### config.mk
export PLATFORM = sky130hd
export DESIGN_NAME = inst_encoder_flat
export DESIGN_NICKNAME = d
export VERILOG_FILES = /design/src/rtl/inst_encoder_if.sv /design/src/rtl/inst_encoder.sv /design/src/flat_wrapper.sv
export SDC_FILE = /design/constraint.sdc
export NUM_CORES = 1
export LEC_CHECK = 0
export BUFFER_PORTS_ARGS = -buffer_cell sky130_fd_sc_hd__clkbuf_2
export CAP_MARGIN = 10
export CORE_UTILIZATION = 38
export DETAILED_ROUTE_END_ITERATION = 16
export PLACE_DENSITY = 0.71
export SYNTH_ARGS = -nofsm -noshare
export SYNTH_HDL_FRONTEND = slang
export SYNTH_SLANG_ARGS = --single-unit
### constraint.sdc
create_clock -name clk -period 4.6 [get_ports clk]
set_input_delay 0.69 -clock clk [delete_from_list [all_inputs] [get_ports clk]]
set_output_delay 0.69 -clock clk [all_outputs]
set_load 0.02 [all_outputs]
### src/rtl/inst_encoder_if.sv
// Request and instruction-memory write bus between a program source and the encoder.
// The master drives decoded instructions; the slave (encoder) returns the handshake and write port.
interface inst_encoder_if #(
  parameter int ADDR_W = 10
);
  logic              in_valid;
  logic              in_ready;
  logic [3:0]        in_kind;
  logic [2:0]        in_funct3;
  logic              in_alt;
  logic [4:0]        in_rd;
  logic [4:0]        in_rs1;
  logic [4:0]        in_rs2;
  logic [31:0]       in_imm;
  logic              iw_we;
  logic [ADDR_W-1:0] iw_addr;
  logic [31:0]       iw_data;
  logic              err;
  logic [ADDR_W:0]   count;
  logic              full;

  modport master (
    output in_valid, in_kind, in_funct3, in_alt, in_rd, in_rs1, in_rs2, in_imm,
    input  in_ready, iw_we, iw_addr, iw_data, err, count, full
  );

  modport slave (
    input  in_valid, in_kind, in_funct3, in_alt, in_rd, in_rs1, in_rs2, in_imm,
    output in_ready, iw_we, iw_addr, iw_data, err, count, full
  );
endinterface

### src/rtl/inst_encoder.sv
// RV32I instruction encoder / program loader: packs decoded instructions into words
// and writes them to sequential instruction-memory addresses; LI expands to LUI+ADDI.
module inst_encoder #(
  parameter int ADDR_W = 10,
  parameter int DEPTH  = 1024
) (
  input  logic         clk,
  input  logic         rst,
  input  logic         clear,
  inst_encoder_if.slave bus
);

  localparam logic [6:0] OP_R    = 7'b0110011;
  localparam logic [6:0] OP_I    = 7'b0010011;
  localparam logic [6:0] OP_LOAD = 7'b0000011;
  localparam logic [6:0] OP_JALR = 7'b1100111;
  localparam logic [6:0] OP_S    = 7'b0100011;
  localparam logic [6:0] OP_B    = 7'b1100011;
  localparam logic [6:0] OP_LUI  = 7'b0110111;
  localparam logic [6:0] OP_JAL  = 7'b1101111;

  localparam logic [ADDR_W:0] DEPTH_C = (ADDR_W+1)'(DEPTH);
  localparam logic [ADDR_W:0] LAST_C  = (ADDR_W+1)'(DEPTH - 1);
  localparam logic [ADDR_W:0] ONE_C   = (ADDR_W+1)'(1);

  typedef enum logic [0:0] {IDLE, LI2} state_t;

  function automatic logic fits(input logic signed [31:0] v, input int lo, input int hi);
    return (v >= lo) && (v <= hi);
  endfunction

  state_t            state_q, state_d;
  logic [ADDR_W:0]   count_q, count_d;
  logic              iw_we_q, iw_we_d;
  logic              err_q, err_d;
  logic [ADDR_W-1:0] iw_addr_q, iw_addr_d;
  logic [31:0]       iw_data_q, iw_data_d;
  logic [31:0]       pend_q, pend_d;

  logic              full, accept;
  logic [6:0]        f7;
  logic [2:0]        f3;
  logic [4:0]        rd, rs1, rs2;
  logic [31:0]       imm;
  logic signed [31:0] simm;
  logic [31:0]       li_sum;
  logic [31:0]       word_a, word_b;
  logic              ok, two;

  assign full   = (count_q == DEPTH_C);
  assign accept = bus.in_valid && (state_q == IDLE) && !full;

  always_comb begin
    f3     = bus.in_funct3;
    rd     = bus.in_rd;
    rs1    = bus.in_rs1;
    rs2    = bus.in_rs2;
    imm    = bus.in_imm;
    simm   = $signed(bus.in_imm);
    f7     = bus.in_alt ? 7'b0100000 : 7'b0000000;
    li_sum = bus.in_imm + 32'h0000_0800;
    word_a = '0;
    word_b = '0;
    ok     = 1'b1;
    two    = 1'b0;
    case (bus.in_kind)
      4'd0: word_a = {f7, rs2, rs1, f3, rd, OP_R};
      4'd1: begin
        // Shift-immediates carry funct7 in the upper immediate bits and a 5-bit shamt
        if (f3 == 3'b001 || f3 == 3'b101) begin
          word_a = {f7, imm[4:0], rs1, f3, rd, OP_I};
          ok     = (imm[31:5] == 27'd0);
        end else begin
          word_a = {imm[11:0], rs1, f3, rd, OP_I};
          ok     = fits(simm, -2048, 2047);
        end
      end
      4'd2: begin
        word_a = {imm[11:0], rs1, f3, rd, OP_LOAD};
        ok     = fits(simm, -2048, 2047);
      end
      4'd3: begin
        word_a = {imm[11:0], rs1, 3'b000, rd, OP_JALR};
        ok     = fits(simm, -2048, 2047);
      end
      4'd4: begin
        word_a = {imm[11:5], rs2, rs1, f3, imm[4:0], OP_S};
        ok     = fits(simm, -2048, 2047);
      end
      4'd5: begin
        word_a = {imm[12], imm[10:5], rs2, rs1, f3, imm[4:1], imm[11], OP_B};
        ok     = fits(simm, -4096, 4094) && !imm[0];
      end
      4'd6: word_a = {imm[31:12], rd, OP_LUI};
      4'd7: begin
        word_a = {imm[20], imm[10:1], imm[11], imm[19:12], rd, OP_JAL};
        ok     = fits(simm, -1048576, 1048574) && !imm[0];
      end
      4'd8: begin
        // The +0x800 pre-bias compensates for ADDI sign-extending the low 12 bits
        if (li_sum[31:12] == 20'd0) begin
          word_a = {imm[11:0], 5'd0, 3'b000, rd, OP_I};
        end else begin
          two    = 1'b1;
          word_a = {li_sum[31:12], rd, OP_LUI};
          word_b = {imm[11:0], rd, 3'b000, rd, OP_I};
          ok     = (count_q != LAST_C);
        end
      end
      default: ok = 1'b0;
    endcase
  end

  always_comb begin
    state_d   = state_q;
    count_d   = count_q;
    iw_we_d   = 1'b0;
    err_d     = 1'b0;
    iw_addr_d = iw_addr_q;
    iw_data_d = iw_data_q;
    pend_d    = pend_q;
    case (state_q)
      IDLE: begin
        if (accept) begin
          if (!ok) begin
            err_d = 1'b1;
          end else begin
            iw_we_d   = 1'b1;
            iw_addr_d = count_q[ADDR_W-1:0];
            iw_data_d = word_a;
            count_d   = count_q + ONE_C;
            if (two) begin
              state_d = LI2;
              pend_d  = word_b;
            end
          end
        end
      end
      LI2: begin
        iw_we_d   = 1'b1;
        iw_addr_d = count_q[ADDR_W-1:0];
        iw_data_d = pend_q;
        count_d   = count_q + ONE_C;
        state_d   = IDLE;
      end
      default: state_d = IDLE;
    endcase
    // Clear abandons any pending ADDI and restarts the program at address 0
    if (clear) begin
      state_d   = IDLE;
      count_d   = '0;
      iw_addr_d = '0;
      iw_we_d   = 1'b0;
      err_d     = 1'b0;
    end
  end

  always_ff @(posedge clk) begin
    if (rst) begin
      state_q   <= IDLE;
      count_q   <= '0;
      iw_we_q   <= 1'b0;
      err_q     <= 1'b0;
      iw_addr_q <= '0;
      iw_data_q <= '0;
    end else begin
      state_q   <= state_d;
      count_q   <= count_d;
      iw_we_q   <= iw_we_d;
      err_q     <= err_d;
      iw_addr_q <= iw_addr_d;
      iw_data_q <= iw_data_d;
    end
  end

  always_ff @(posedge clk) begin
    pend_q <= pend_d;
  end

  assign bus.in_ready = (state_q == IDLE) && !full;
  assign bus.iw_we    = iw_we_q;
  assign bus.iw_addr  = iw_addr_q;
  assign bus.iw_data  = iw_data_q;
  assign bus.err      = err_q;
  assign bus.count    = count_q;
  assign bus.full     = full;

endmodule

### src/flat_wrapper.sv
// flat-port wrapper written by rule: the top's interface ports become plain ports
module inst_encoder_flat 
#(
  parameter int ADDR_W = 10,
  parameter int DEPTH  = 1024
)
  (clk, rst, clear, bus_in_valid, bus_in_kind, bus_in_funct3, bus_in_alt, bus_in_rd, bus_in_rs1, bus_in_rs2, bus_in_imm, bus_in_ready, bus_iw_we, bus_iw_addr, bus_iw_data, bus_err, bus_count, bus_full);
  inst_encoder_if #(.ADDR_W(ADDR_W)) bus_i ();
  input  logic clk;
  input  logic rst;
  input  logic clear;
  input wire logic [$bits(bus_i.in_valid)-1:0] bus_in_valid;
  input wire logic [$bits(bus_i.in_kind)-1:0] bus_in_kind;
  input wire logic [$bits(bus_i.in_funct3)-1:0] bus_in_funct3;
  input wire logic [$bits(bus_i.in_alt)-1:0] bus_in_alt;
  input wire logic [$bits(bus_i.in_rd)-1:0] bus_in_rd;
  input wire logic [$bits(bus_i.in_rs1)-1:0] bus_in_rs1;
  input wire logic [$bits(bus_i.in_rs2)-1:0] bus_in_rs2;
  input wire logic [$bits(bus_i.in_imm)-1:0] bus_in_imm;
  output wire logic [$bits(bus_i.in_ready)-1:0] bus_in_ready;
  output wire logic [$bits(bus_i.iw_we)-1:0] bus_iw_we;
  output wire logic [$bits(bus_i.iw_addr)-1:0] bus_iw_addr;
  output wire logic [$bits(bus_i.iw_data)-1:0] bus_iw_data;
  output wire logic [$bits(bus_i.err)-1:0] bus_err;
  output wire logic [$bits(bus_i.count)-1:0] bus_count;
  output wire logic [$bits(bus_i.full)-1:0] bus_full;
  assign bus_i.in_valid = bus_in_valid;
  assign bus_i.in_kind = bus_in_kind;
  assign bus_i.in_funct3 = bus_in_funct3;
  assign bus_i.in_alt = bus_in_alt;
  assign bus_i.in_rd = bus_in_rd;
  assign bus_i.in_rs1 = bus_in_rs1;
  assign bus_i.in_rs2 = bus_in_rs2;
  assign bus_i.in_imm = bus_in_imm;
  assign bus_in_ready = bus_i.in_ready;
  assign bus_iw_we = bus_i.iw_we;
  assign bus_iw_addr = bus_i.iw_addr;
  assign bus_iw_data = bus_i.iw_data;
  assign bus_err = bus_i.err;
  assign bus_count = bus_i.count;
  assign bus_full = bus_i.full;
  inst_encoder #(.ADDR_W(ADDR_W), .DEPTH(DEPTH)) u_core (.clk(clk), .rst(rst), .clear(clear), .bus(bus_i));
endmodule
==> results.toml <==
[placement]
place_inst = 797
dp_hpwl_um = 11540
routabilityCongestion = 0.9680
dpl_cell_area_mm2 = 0.005293
io_buffers = 115

[sta]
setup_violations = 0
period_needed_ns = 4.019
fin_skew_ns = 0.008122
fmax_mhz = 248.8
hold_violations = 0
tightestPinTransition_ns = 1.072
maxSlewViolCount = 0
grt_setup_unrepaired = "false"
fin_setup_tns_ns = 0
fin_crit_sh_pct = 87.38
slew_headroom_pct = 28.31

[clock_tree]
path_clk_slew_ns = 0.06
cts_inserted_buffers = 9
cts.repair.resized = 0
cts_tree = "built"
clk_path_buf_depth = 2
clk-insertion-delay-late_ns = 0.33
post-cts-setup-buffers = 0
cts-hold-fix-buffers = 0
cts.sinks = 73
cts_htree_levels = 3
root_buffer = "clkbuf_16"

[routing]
drc_errors = 0
ant_nets = 0
drt_pass1_iterations = 5
routedWlPerCell_um = 18.93
vias = 5025
viasPerCell = 6.181
wl_um = 15390
drtIter0Drc = 460

[logic_synthesis]
ys_types = 66
yosys_warnings = 0
ys_async_sr_fraction_pct = 0
syn-num-nets = 637
syn-instance-count = 573
synth_edf_count = 18
syn-cell-area_mm2 = 0.004652
synth_ff_type = "dfxtp_1"
synth-seq-area-share_pct = 35.29
synth_seq_cells = 73
syn_area_per_cell_um2 = 8.119

[critical_path]
endpoint_kind = "flip-flop"
regToRegEndpoint = "u_core.bus.count[2]"
slowest_stage = "nor4_4"
regToRegSetupSlack_ns = 1.17
crit_arrival_ns = 4.26
worst-setup-path-type = "input pin to flip-flop"
critPathMaxStageDelay_ns = 0.60
rr_startpoint = "u_core.bus.count[3]"
required_ns = 4.84
worstSetupStartpoint = "bus_in_imm[11]"
cp_max_fo = 14
reg2regPathDepth = 10
crit_chain = "clkbuf_2 -> ha_1 -> and3_1 -> nand4_1 -> xnor2_1 -> or4_1 -> nor4_4 -> buf_4 -> nand2_2 -> a21oi_4 -> buf_4 -> o21ai_0 -> a31oi_1"
crit_top_cell = "buf_4"
startpoint_type = "input pin"

[global_routing]
grt_max_degree = 33
grt_use_total_pct = 24.02
grt_pass1_vias = 4632
grt_pass1_wl_um = 24480
grt-ovfl-total = 0
antenna_found_initial = 0

[floorplanning]
initial_core_util_pct = 38.89
core_mm2 = 0.01196
die_h_um = 112.6
die_x_um = 112.6
pin_count = 116
rows = 40
die_area_mm2 = 0.01269

[power]
ir_drop_v = 0.0001776
p_per_area_mw_per_mm2 = 287.9
total_leakage_power_nw = 2.221

[finish]
fin_area_mm2 = 0.005607
syn_to_final_growth_pct = 20.52
antennaDiodeCount = 0
fin_nets = 725
layout-drive-gt1-share_pct = 24.92
final_cell_mix = "clkbuf_2, nor2_1, dfxtp_1"
ff_latch_area_mm2 = 0.001642
layoutNonFillerInstCount = 813
multi_input_area_mm2 = 0.002749
nFillCells = 1188
mostFrequentLayoutCell = "clkbuf_2"

[worst_hold_path]
worstHoldEndpoint = "u_core.bus.iw_data[20]"
min_from = "u_core.bus.iw_data[20]"
min_path_type = "flip-flop to flip-flop"
min_path_cells = 2

[flow_run]
cap_violations = 0

[outcome]
status = "finished clean"
[worst max path at each step]
stage,to,cells past startpoint,slack [ns]
2_1_floorplan,u_core.bus.iw_data[21],11,0.14
3_3_place_gp,u_core.bus.iw_data[17],13,0.42
3_5_place_dp,u_core.bus.iw_data[17],13,0.31
4_1_cts,u_core.bus.iw_data[17],13,0.62
5_1_grt,u_core.bus.iw_data[17],13,0.42
6_report,u_core.bus.iw_data[17],13,0.58
[layer usage]
metal,share of wire (%),global-route usage [%],vias up
met3,7.3,4.104,33
met2,47,40.37,294
met5,0,0,-
met4,1.8,5.778,0
li1,-,-,2302
met1,44,32.02,2396
[Yosys cell counts, drive strengths merged (6+ instances only)]
library cell   n  area share (%)
a211oi         6             1.1
a21oi         34             4.0
a221oi         6             1.1
a22oi         22             3.6
a31oi          7            0.94
and2          19             2.6
and3           7            0.94
and4           7             1.3
buf           18             2.3
clkbuf        34             2.7
dfxtp         55              24
edfxtp        18              12
inv           10            0.81
mux2i         12             2.6
nand2         49             4.1
nand3         22             2.4
nand4         15             2.0
nor2          57             4.6
nor3          18             2.4
nor4          17             2.7
o21ai         29             3.1
o22ai         11             1.5
o31ai          6            0.97
or3            8             1.1
xnor2         18             3.4
[worst max-delay path: cells and delay by family]
family	cells	cell delay [ns]
AOI/OAI and AO/OA	3	0.71
and+or+nand+nor	5	1.62
buffers and inverters	3	0.74
adders and majority gates	1	0.28
xor gates and xnor gates	1	0.22
[flip-flops by register name, indices dropped and copies added (netlist names)]
name and cells:
u_core.bus.iw_we 1, u_core.bus.err 1, u_core.pend_q 18, u_core.state_q 1, u_core.bus.iw_data 31, u_core.bus.count 11, u_core.bus.iw_addr 10
[kinds of logic (layout without fill, tap and decap cells)]
logic type	count (synthesis)	in the layout	share of synthesized area, %
compound gates	153	153	22.30
xor+xnor	21	21	3.954
fa+ha+maj	5	5	1.345
buf+inv	62	155	5.890
flops	73	73	35.29
mux	14	14	3.066
simple gates	245	245	28.16
[cell type report]
type,instances,area share [%]
Tap cell,147,3.281
Inverter,10,0.6695
Clock inverter,5,1.071
Sequential cell,73,29.28
Multi-Input combinational cell,438,49.03
Clock buffer,11,4.530
Timing Repair Buffer,129,12.14
[power by group]
part           switching [W]  leakage, nW  internal [W]
combinational       0.000148         1.42     0.0000773
clock               0.000266        0.156      0.000455
sequential        0.00000453        0.648      0.000663
total               0.000419         2.22       0.00120
[through the flow]
stage / setup WS (ns) / utilization (%) / hold WS (ns) / power [W]
2_1_floorplan: 0.1390 / - / 0.4124 / 0.0008198
3_3_place_gp: 0.4222 / 44.25 / 0.4255 / 0.0008988
3_5_place_dp: 0.3103 / 44.25 / 0.4503 / 0.0009005
4_1_cts: 0.6174 / 46.87 / 0.4642 / 0.001622
5_1_grt: 0.4236 / 46.87 / 0.4764 / 0.001672
6_report: 0.5807 / 46.87 / 0.4640 / 0.001614
(Power assumes the default switching activity.)
